--- config.mk ---
export PLATFORM = sky130hd
export DESIGN_NAME = mmio_uart_tx
export DESIGN_NICKNAME = d
export VERILOG_FILES = /design/src/rtl/mmio_uart_tx.sv
export SDC_FILE = /design/constraint.sdc
export NUM_CORES = 1
export LEC_CHECK = 0
export CORE_MARGIN = 4
export CORE_UTILIZATION = 53
export CTS_CLUSTER_SIZE = 40
export DETAILED_ROUTE_END_ITERATION = 10
export PLACE_DENSITY = 0.76
export SYNTH_ARGS = -nofsm -noshare
export SYNTH_HDL_FRONTEND = slang
export SYNTH_SLANG_ARGS = --single-unit
--- constraint.sdc ---
create_clock -name i_clk -period 3.3 [get_ports i_clk]
set_input_delay 0.66 -clock i_clk [delete_from_list [all_inputs] [get_ports i_clk]]
set_output_delay 0.66 -clock i_clk [all_outputs]
set_load 0.1 [all_outputs]
--- src/rtl/mmio_uart_tx.sv ---
// mmio_uart_tx
//   Memory-mapped 8N1 UART transmitter on the core data bus.
//   Bytes written to p_DATA_ADDR are queued in a TX FIFO.
//   The transmit FSM takes them from the FIFO and sends them on o_tx.
//   Reads return registered data one cycle after the address, as data memory does.
//
// Ports
//   i_clk, i_rst     system clock, synchronous active-high reset
//   i_mem_addr       bus address (16)
//   i_mem_wr_data    bus write data (16); only [7:0] is used for TX bytes
//   i_mem_wr_en      bus write strobe
//   o_mem_rd_data    registered read data (16), valid when o_rd_valid
//   o_rd_valid       the previous cycle's address hit DATA or STAT
//   o_tx             UART serial line, idle high
//   o_busy           FIFO non-empty or frame in progress
//
// Bus handshake: there is no stall. A write is taken on the edge where
// i_mem_wr_en is high. A read address presented before edge N yields
// o_rd_valid/o_mem_rd_data after edge N, for exactly one cycle.
//
// Register map
//   DATA  write: enqueue byte      read: FIFO count (0..p_FIFO_DEPTH)
//   STAT  write: clear overflow    read: {12'b0, ovf, busy, empty, full}
module mmio_uart_tx #(
   parameter int          p_CLK_DIV    = 434,
   parameter int          p_FIFO_DEPTH = 16,
   parameter logic [15:0] p_DATA_ADDR  = 16'hFFFE,
   parameter logic [15:0] p_STAT_ADDR  = 16'hFFFD
) (
   input  logic        i_clk,
   input  logic        i_rst,
   input  logic [15:0] i_mem_addr,
   input  logic [15:0] i_mem_wr_data,
   input  logic        i_mem_wr_en,
   output logic [15:0] o_mem_rd_data,
   output logic        o_rd_valid,
   output logic        o_tx,
   output logic        o_busy
);

   localparam int c_AW = $clog2(p_FIFO_DEPTH);
   localparam int c_CW = (p_CLK_DIV > 2) ? $clog2(p_CLK_DIV) : 1;
   localparam logic [c_AW:0]   c_DEPTH     = (c_AW+1)'(p_FIFO_DEPTH);
   localparam logic [c_CW-1:0] c_BAUD_LAST = c_CW'(p_CLK_DIV - 1);

   typedef enum logic [1:0] {S_IDLE, S_START, S_DATA, S_STOP} state_t;

   state_t          state_q, state_d;
   logic [c_CW-1:0] baud_q, baud_d;
   logic [2:0]      bit_idx_q, bit_idx_d;
   logic [7:0]      shift_q, shift_d;
   logic            tx_q, tx_d;
   logic [c_AW:0]   wr_ptr_q, wr_ptr_d;
   logic [c_AW:0]   rd_ptr_q, rd_ptr_d;
   logic            ovf_q, ovf_d;
   logic            rd_valid_q, rd_valid_d;
   logic [15:0]     rd_data_q, rd_data_d;

   logic [7:0]      fifo_mem [p_FIFO_DEPTH];

   logic [c_AW:0]   count;
   logic            empty, full, busy;
   logic            pop, push, wr_hit, stat_wr, ovf_set, baud_last;
   logic            unused_wr_hi;

   // Only the low byte is transmitted.
   assign unused_wr_hi = ^i_mem_wr_data[15:8];

   // Pointers carry one extra wrap bit, so full and empty can be told apart.
   assign count     = wr_ptr_q - rd_ptr_q;
   assign empty     = (count == '0);
   assign full      = (count == c_DEPTH);
   assign busy      = !empty || (state_q != S_IDLE);
   assign baud_last = (baud_q == c_BAUD_LAST);

   // Transmit FSM. o_tx is registered from the current state, so the line
   // lags the state by one cycle. A byte popped at edge N drives the start
   // bit from edge N+1.
   always_comb begin
      state_d   = state_q;
      baud_d    = baud_q;
      bit_idx_d = bit_idx_q;
      shift_d   = shift_q;
      tx_d      = 1'b1;
      pop       = 1'b0;
      case (state_q)
         S_IDLE: begin
            if (!empty) begin
               pop     = 1'b1;
               shift_d = fifo_mem[rd_ptr_q[c_AW-1:0]];
               baud_d  = '0;
               state_d = S_START;
            end
         end
         S_START: begin
            tx_d = 1'b0;
            if (baud_last) begin
               baud_d    = '0;
               bit_idx_d = '0;
               state_d   = S_DATA;
            end else begin
               baud_d = baud_q + 1'b1;
            end
         end
         S_DATA: begin
            tx_d = shift_q[0];
            if (baud_last) begin
               baud_d  = '0;
               shift_d = {1'b0, shift_q[7:1]};
               if (bit_idx_q == 3'd7) begin
                  state_d = S_STOP;
               end else begin
                  bit_idx_d = bit_idx_q + 1'b1;
               end
            end else begin
               baud_d = baud_q + 1'b1;
            end
         end
         S_STOP: begin
            tx_d = 1'b1;
            if (baud_last) begin
               baud_d = '0;
               if (!empty) begin
                  // Back-to-back frame: no idle bit between frames.
                  pop     = 1'b1;
                  shift_d = fifo_mem[rd_ptr_q[c_AW-1:0]];
                  state_d = S_START;
               end else begin
                  state_d = S_IDLE;
               end
            end else begin
               baud_d = baud_q + 1'b1;
            end
         end
         default: state_d = S_IDLE;
      endcase
   end

   // Bus side: push/overflow, pointers, registered read data.
   // A full FIFO still accepts a push when a pop happens on the same edge.
   // A new overflow wins over a same-cycle clear.
   always_comb begin
      wr_hit   = i_mem_wr_en && (i_mem_addr == p_DATA_ADDR);
      stat_wr  = i_mem_wr_en && (i_mem_addr == p_STAT_ADDR);
      push     = wr_hit && (!full || pop);
      ovf_set  = wr_hit && full && !pop;
      wr_ptr_d = wr_ptr_q + (c_AW+1)'(push);
      rd_ptr_d = rd_ptr_q + (c_AW+1)'(pop);
      ovf_d    = ovf_q;
      if (ovf_set) begin
         ovf_d = 1'b1;
      end else if (stat_wr) begin
         ovf_d = 1'b0;
      end
      rd_valid_d = 1'b0;
      rd_data_d  = '0;
      if (i_mem_addr == p_STAT_ADDR) begin
         rd_valid_d = 1'b1;
         rd_data_d  = {12'b0, ovf_q, busy, empty, full};
      end else if (i_mem_addr == p_DATA_ADDR) begin
         rd_valid_d = 1'b1;
         rd_data_d  = 16'(count);
      end
   end

   always_ff @(posedge i_clk) begin
      if (i_rst) begin
         state_q    <= S_IDLE;
         baud_q     <= '0;
         bit_idx_q  <= '0;
         shift_q    <= '0;
         tx_q       <= 1'b1;
         wr_ptr_q   <= '0;
         rd_ptr_q   <= '0;
         ovf_q      <= 1'b0;
         rd_valid_q <= 1'b0;
         rd_data_q  <= '0;
      end else begin
         state_q    <= state_d;
         baud_q     <= baud_d;
         bit_idx_q  <= bit_idx_d;
         shift_q    <= shift_d;
         tx_q       <= tx_d;
         wr_ptr_q   <= wr_ptr_d;
         rd_ptr_q   <= rd_ptr_d;
         ovf_q      <= ovf_d;
         rd_valid_q <= rd_valid_d;
         rd_data_q  <= rd_data_d;
      end
   end

   // FIFO storage needs no reset; the pointers define which entries are valid.
   always_ff @(posedge i_clk) begin
      if (!i_rst && push) begin
         fifo_mem[wr_ptr_q[c_AW-1:0]] <= i_mem_wr_data[7:0];
      end
   end

   assign o_tx          = tx_q;
   assign o_busy        = busy;
   assign o_rd_valid    = rd_valid_q;
   assign o_mem_rd_data = rd_data_q;

endmodule

==> implementation parameters, run 1 <==
Parameter                              Value

Setup path
  Element type at the critical path end    output port
  R2r startpoint    wr_ptr_q[0]
  Master of the slowest instance on the critical path    fa_2
  Sort of element at the start of the critical path    register
  Type of the setup path with the least slack    reg -> out
  Worst path buffer plus inverter count    5
  Worst Path Max Fanout    2
  Kind of cell adding the most delay to the critical path    adder cells
  Cells along the critical path    inv_2 -> ha_4 -> inv_2 -> fa_2 -> buf_6 -> nor3b_4 -> nand4_1 -> a221oi_4 -> inv_4 -> buf_12
  WP data arrival    2580 ps
  Most repeated library cell on the critical path    inv_2
  Required time of the critical path    2640 ps
  First element of the critical path    wr_ptr_q[0]
  Delay of the slowest cell on the worst path    440 ps

Global routing
  Overall track demand over capacity in global routing    0.193
  Global route hottest layer    met2
  Met1 Usage GRT    0.257
  Vias in the first global route    4,442
  Met3 capacity usage during global routing    0.0516
  Global route total overflow    0
  Global-route wire length before repair    23,300 microns
  Number of antenna violations at the first check in global routing    0
  Largest net degree at the start of global routing    34
  GR Layer Usage met2    0.314

Logic synthesis
  Number of distinct library cell variants in the gate-level netlist after synthesis    57
  Sequential element share of the synthesized area    0.639
  Count of yosys warnings during synthesis    0
  Avg Synthesized Cell Area    14.9 sq um
  Number of enable-type register cells in the synthesized netlist    128
  Synthesized instance count    486
  Proportion of register bits with asynchronous set or reset after synthesis    0
  Total of flip-flops plus latches after synthesis    168
  Dominant synthesized flop cell    edfxtp_1
  Syn Std Cell Area    7260 sq um

Timing
  WHS    455 ps
  Final count of pins violating max slew    0
  Final critical-path setup slack    58.2 ps
  Worst-margin pin slew    888 ps
  Final number of hold-violating endpoints    0
  Rel. slew slack    0.403
  Maximum clock rate    308 MHz
  Final setup vio count    0
  Setup repair after global routing missed its margin    yes
  Final period util    0.982
  Time the final worst path needs with I/O delays and setup    3240 ps
  Post-Route Skew    8.39 ps

Clock network
  Maximum clock insertion buffer count    2
  Number of clock buffers inserted by TritonCTS    17
  TritonCTS Sinks    168
  Clock-pin slew on the worst setup and hold paths    60 ps
  H-tree depth    4
  Latest clock arrival within the worst-skew pair    420 ps
  Root buffer cell    clkbuf_16
  TritonCTS clock tree    yes
  Count of hold-fix buffers inserted at cts    0

Pwr
  Leakage power of the design    2.96 nW
  VDD IR max    0.406 mV
  Power Dens Cells    707 nW/um^2

Drt
  Number of nets still failing antenna checks after routing    0
  Remaining routing DRC violations    0
  Routed vias    4,337
  Routed wire per std cell    19.6 microns
  Via density    5.86
  DRT Wirelength    14,500 microns
  Drt pass-1 iters    5
  Detailed Route Iter0 Violations    424

Finish
  Final Instance Count excl. Fillers    740
  Number of nets in the finished design    604
  Layout cells sized above 1    0.262
  Most frequent cells in the layout    128 x edfxtp_1, 40 x buf_4, 37 x dfxtp_1
  Area added between synthesis and finish    20.1%
  Antenna Diode Count    0
  Most common library cell in the layout ignoring fill and taps    edfxtp_1

Floorplanning
  Die width    125 microns
  Initial core utilization    0.544
  Placement Rows    42
  I/O pin count    54
  Die Y-Extent    125 microns
  Die Outline Area    15,600 sq um
  Area inside the core boundary    13,300 sq um

Place
  Gp weighted congestion    0.816
  IO buf count    34
  Half-perimeter wire length after placement    9420 microns
  Placed Cells incl. Taps    701
  Worst setup timing slack at the placement stage    145 ps

Worst hold path
  Launch instance of the worst min-delay path    ovf_q
  HP Class    reg -> reg

Flow run
  Max_cap viols    0

Status
  Outcome    finished clean
-- logic make-up after synthesis --
kind of cell,Yosys count,synth area share
AO/OA/AOI/OAI,67,0.0643
XOR/XNOR,11,0.0133
adder cells (fa/ha/maj),18,0.0320
buffers and inverters,49,0.0327
flip-flops,168,0.639
multiplexers,48,0.122
other,1,0.000516
AND/OR/NAND/NOR,124,0.0954
-- tightest hold or removal path, cell delays in order, from the launching register on --
cell and delay [ps]:
dfxtp_1 310, inv_1 50, o22ai_1 50
-- layer usage --
| layer | routed length, microns | vias up | part of all wire |
|---|---|---|---|
| met1 | 6150 | 2163 | 0.42 |
| met2 | 7360 | 125 | 0.51 |
| met3 | 828 | 18 | 0.057 |
| li1 | - | 2031 | - |
| met5 | 0 | - | 0 |
| met4 | 170 | 0 | 0.012 |
-- synthesized netlist by cell type (4+ instances only) --
| master | count | area, sq um |
|---|---|---|
| a21oi_1 | 15 | 75.1 |
| a31oi_1 | 8 | 50.1 |
| buf_2 | 4 | 20.0 |
| buf_4 | 13 | 97.6 |
| clkbuf_1 | 13 | 48.8 |
| dfxtp_1 | 40 | 801 |
| edfxtp_1 | 128 | 3840 |
| ha_1 | 17 | 213 |
| inv_1 | 14 | 52.6 |
| mux2_2 | 6 | 67.6 |
| mux2i_1 | 10 | 100 |
| mux4_2 | 32 | 721 |
| nand2_1 | 23 | 86.3 |
| nand2b_1 | 5 | 31.3 |
| nand3_1 | 17 | 85.1 |
| nand3b_1 | 4 | 30.0 |
| nand4_1 | 11 | 68.8 |
| nor2_1 | 14 | 52.6 |
| nor2b_1 | 6 | 37.5 |
| nor3_1 | 4 | 20.0 |
| nor4_1 | 18 | 113 |
| o2111ai_1 | 6 | 52.6 |
| o21ai_0 | 11 | 55.1 |
| o22ai_1 | 5 | 31.3 |
| o31ai_1 | 4 | 30.0 |
| or2_2 | 5 | 31.3 |
| xnor2_1 | 7 | 61.3 |
| xor2_1 | 4 | 35.0 |
-- worst paths after layout --
path / endpoint / slack (ps) / cells past startpoint
setup / recovery: o_busy / 60 / 10
hold / removal: o_mem_rd_data[3] / 460 / 2
setup reg to reg: fifo_mem[3][7] / 320 / 12
hold reg to reg: o_mem_rd_data[3] / 460 / 2
-- state kept, by name (all words and copies together), names as in the netlist --
| name | count |
|---|---|
| o_tx | 1 |
| baud_q | 9 |
| shift_q | 8 |
| state_q | 2 |
| bit_idx_q | 3 |
| o_rd_valid | 1 |
| rd_ptr_q | 5 |
| fifo_mem | 128 |
| wr_ptr_q | 5 |
| o_mem_rd_data | 5 |
| ovf_q | 1 |
-- cell type report --
type | count | area (sq um)
fill | 920 | 4620
multi-input combinational | 279 | 2590
tap | 176 | 220
inverter | 17 | 66.3
sequential | 168 | 4650
clock buffer | 17 | 425
clock inverter | 15 | 189
timing repair buffer | 68 | 587
-- stage by stage --
stage               power, mW  setup TNS, ps  utilization  cell area [sq um]
floorplan                3.69          -3120            -               7430
global placement         4.05              0        0.601               8020
detailed placement       4.11              0        0.601               8020
CTS                      6.19              0        0.651               8690
global route             6.44          -73.0        0.654               8720
finish                   6.16              0        0.654               8720
-- where the power goes --
part	switching, mW	leakage, nW	internal [mW]	total [mW]
registers	0.0519	1.48	2.36	2.41
clock network	0.866	0.299	1.15	2.02
logic	1.01	1.19	0.729	1.74
total	1.93	2.96	4.23	6.16
-- timing repair --
item	4_1_cts	5_1_grt
pin swaps	4	4
endpoints found under the hold margin	0	0
buffers inserted	5	2
endpoints found under the setup margin	1	1
resized for setup	7	5
No activity file was read; power rests on OpenSTA's default activity.
==> inputs of run 2 (changes only) <==
CORE_MARGIN = 5   (was 4)
CORE_UTILIZATION = 40   (was 53)
PLACE_DENSITY = not set   (was 0.76)
==> run 2 against run 1 <==
Sequential power barely moved. Routed wire length rose by 8.3%. Critical path depth fell by 1. Final area rose by 0.33%. Sequential cell count did not move. Critical path type unchanged. Critical endpoint unchanged.
==> implementation parameters, run 2 (synthesis gave the netlist of run 1 again) <==
Parameter                              Value

Drt
  DRT Wirelength    15,700 microns (+8.3%)
  Drt pass-1 iters    4 (-1)
  Remaining routing DRC violations    0 (unchanged)
  Number of nets still failing antenna checks after routing    0 (unchanged)
  Detailed Route Iter0 Violations    449 (+5.9%)
  Routed vias    4,307 (-0.69%)
  Routed wire per std cell    19.8 microns (+1.2%)
  Via density    5.44 (-7.2%)

Global routing
  Largest net degree at the start of global routing    34 (unchanged)
  Global-route wire length before repair    24,600 microns (+5.4%)
  Global route total overflow    0 (unchanged)
  Number of antenna violations at the first check in global routing    0 (unchanged)
  Vias in the first global route    4,374 (-1.5%)
  Overall track demand over capacity in global routing    0.160 (-0.0328)

Setup path
  Type of the setup path with the least slack    reg -> out
  WP data arrival    2540 ps (-40 ps)
  Worst path buffer plus inverter count    4 (-1)
  Delay of the slowest cell on the worst path    450 ps (about the same)
  Master of the slowest instance on the critical path    fa_2
  Required time of the critical path    2640 ps (about the same)
  Cells along the critical path    inv_4 -> ha_4 -> inv_2 -> fa_2 -> nand3b_1 -> a211o_1 -> a221oi_4 -> inv_2 -> buf_12
  Element type at the critical path end    output port
  Sort of element at the start of the critical path    register
  Worst Path Max Fanout    3 (+1)
  Kind of cell adding the most delay to the critical path    compound AO/OA/AOI/OAI gates
  Most repeated library cell on the critical path    inv_2

Pwr
  Clock network fraction of design power    0.320 (-0.007)
  Comb pwr share    0.287 (+0.004)
  Int Pwr    4.15 mW (-2.1%)
  Sequential power share    0.393 (+0.002)
  Power Dens Cells    699 nW/um^2 (-1.0%)
  Total net switching power    1.98 mW (+2.4%)
  VDD IR max    0.582 mV (+43%)
  Proportion of total power due to net switching    0.323 (+0.00969)
  Leakage power of the design    2.95 nW (-0.30%)
  Overall power of the completed layout    6.12 mW (-0.69%)

Place
  Gp weighted congestion    0.838 (+2.8%)
  Instance area after placement    8090 sq um (+0.92%)
  Placed Cells incl. Taps    755 (+7.7%)
  Half-perimeter wire length after placement    10,200 microns (+8.3%)
  IO buf count    34 (unchanged)

Flow run
  Max_cap viols    0 (unchanged)

Floorplanning
  Initial core utilization    0.406 (-0.138)
  Placement Rows    49 (+17%)
  Die Y-Extent    145 microns (+16%)
  Die width    145 microns (+16%)
  Area inside the core boundary    17,900 sq um (+34%)
  I/O pin count    54 (unchanged)
  Die Outline Area    21,000 sq um (+34%)

Timing
  Final number of hold-violating endpoints    0 (unchanged)
  Maximum clock rate    313 MHz (+1.4%)
  Final count of pins violating max slew    0 (unchanged)
  Setup repair after global routing missed its margin    yes
  Final period util    0.969 (-0.0133)
  Worst-margin pin slew    935 ps (+47.0 ps)
  Rel. slew slack    0.371 (-0.0316)
  Sum of negative setup slack    0 ps (unchanged)
  Post-Route Skew    12.2 ps (+3.76 ps)
  Time the final worst path needs with I/O delays and setup    3200 ps (-44.0 ps)
  Final setup vio count    0 (unchanged)

Finish
  Most frequent cells in the layout    128 x edfxtp_1, 39 x buf_4, 36 x dfxtp_1
  Layout cells sized above 1    0.263 (+0.000466)
  Number of nets in the finished design    603 (-0.17%)
  Antenna Diode Count    0 (unchanged)
  Final Instance Count excl. Fillers    792 (+7.0%)
  Area added between synthesis and finish    20.5%
  Most common library cell in the layout ignoring fill and taps    edfxtp_1
  Flip-flop count of the largest register, all copies and words added    128 (unchanged)
  Share of the core filled with cells    0.489 (-0.165)
  Design area    8750 sq um (+0.33%)

Clock network
  H-tree depth    4 (unchanged)
  Number of clock buffers inserted by TritonCTS    17 (unchanged)
  TritonCTS clock tree    yes
  Root buffer cell    clkbuf_16
  TritonCTS Sinks    168 (unchanged)
  Maximum clock insertion buffer count    2 (unchanged)
  Clock-pin slew on the worst setup and hold paths    70 ps (about the same)
  Latest clock arrival within the worst-skew pair    440 ps (+20 ps)

Worst hold path
  HP Class    reg -> reg

Status
  Outcome    finished clean
[run 2: cell types whose count changed in the layout (fill, tap and decap cells not counted), moves of 2 or more]
cell,delta
nor4_2,-2
inv_6,+3
inv_8,-3
nor4_1,+2
[run 2: timing repair]
item / in CTS / in global routing
pin swaps: 5 / 3
setup endpoints to repair: 1 / 1
setup buffers: 4 / 1
gates resized for setup: 9 / 4
hold buffers: 0 / 0
[run 2: worst min-delay path, cell delays in order (launching register included)]
cell and delay [ps]:
dfxtp_1 310, inv_1 40, o22ai_1 50
[run 2: routing by layer]
metal / up-vias / global-route usage / part of all wire / wire, microns
met2: 86 / 0.265 / 0.50 / 7900
met5: - / 0 / 0 / 0
met3: 21 / 0.0430 / 0.041 / 652
met1: 2170 / 0.206 / 0.44 / 6840
li1: 2030 / - / - / -
met4: 0 / 0.0515 / 0.020 / 319
[run 2: path summary, 6_finish.rpt]
kind,from,endpoint,slack [ps],depth (start not counted)
max reg2reg,wr_ptr_q[0],wr_ptr_q[4],400,14
max,wr_ptr_q[0],o_busy,100,9
min reg2reg,ovf_q,o_mem_rd_data[3],450,2
min,ovf_q,o_mem_rd_data[3],450,2
[run 2: metrics by stage]
step | hold slack (ps) | worst slack [ps]
after floorplan | 425 | -55.8
after global placement | 444 | 214
after detailed placement | 440 | 180
after CTS | 451 | 16.5
after global routing | 470 | -27.3
final | 447 | 102
[run 2: power groups by stage]
stage / clock network [mW] / logic, mW / registers, mW
after floorplan: 0 / 1.23 / 2.46
after global placement: 0 / 1.65 / 2.44
after detailed placement: 0 / 1.68 / 2.45
after CTS: 1.99 / 1.74 / 2.40
after global routing: 2.09 / 1.92 / 2.42
final: 1.96 / 1.76 / 2.41
[run 2: cell type report]
cell class                      count  area, sq um
Clock buffer                       17          425
Clock inverter                     15          161
Fill cell                        1519         9150
Inverter                           17         66.3
Multi-Input combinational cell    279         2570
Sequential cell                   168         4650
Tap cell                          229          287
Timing Repair Buffer               67          588
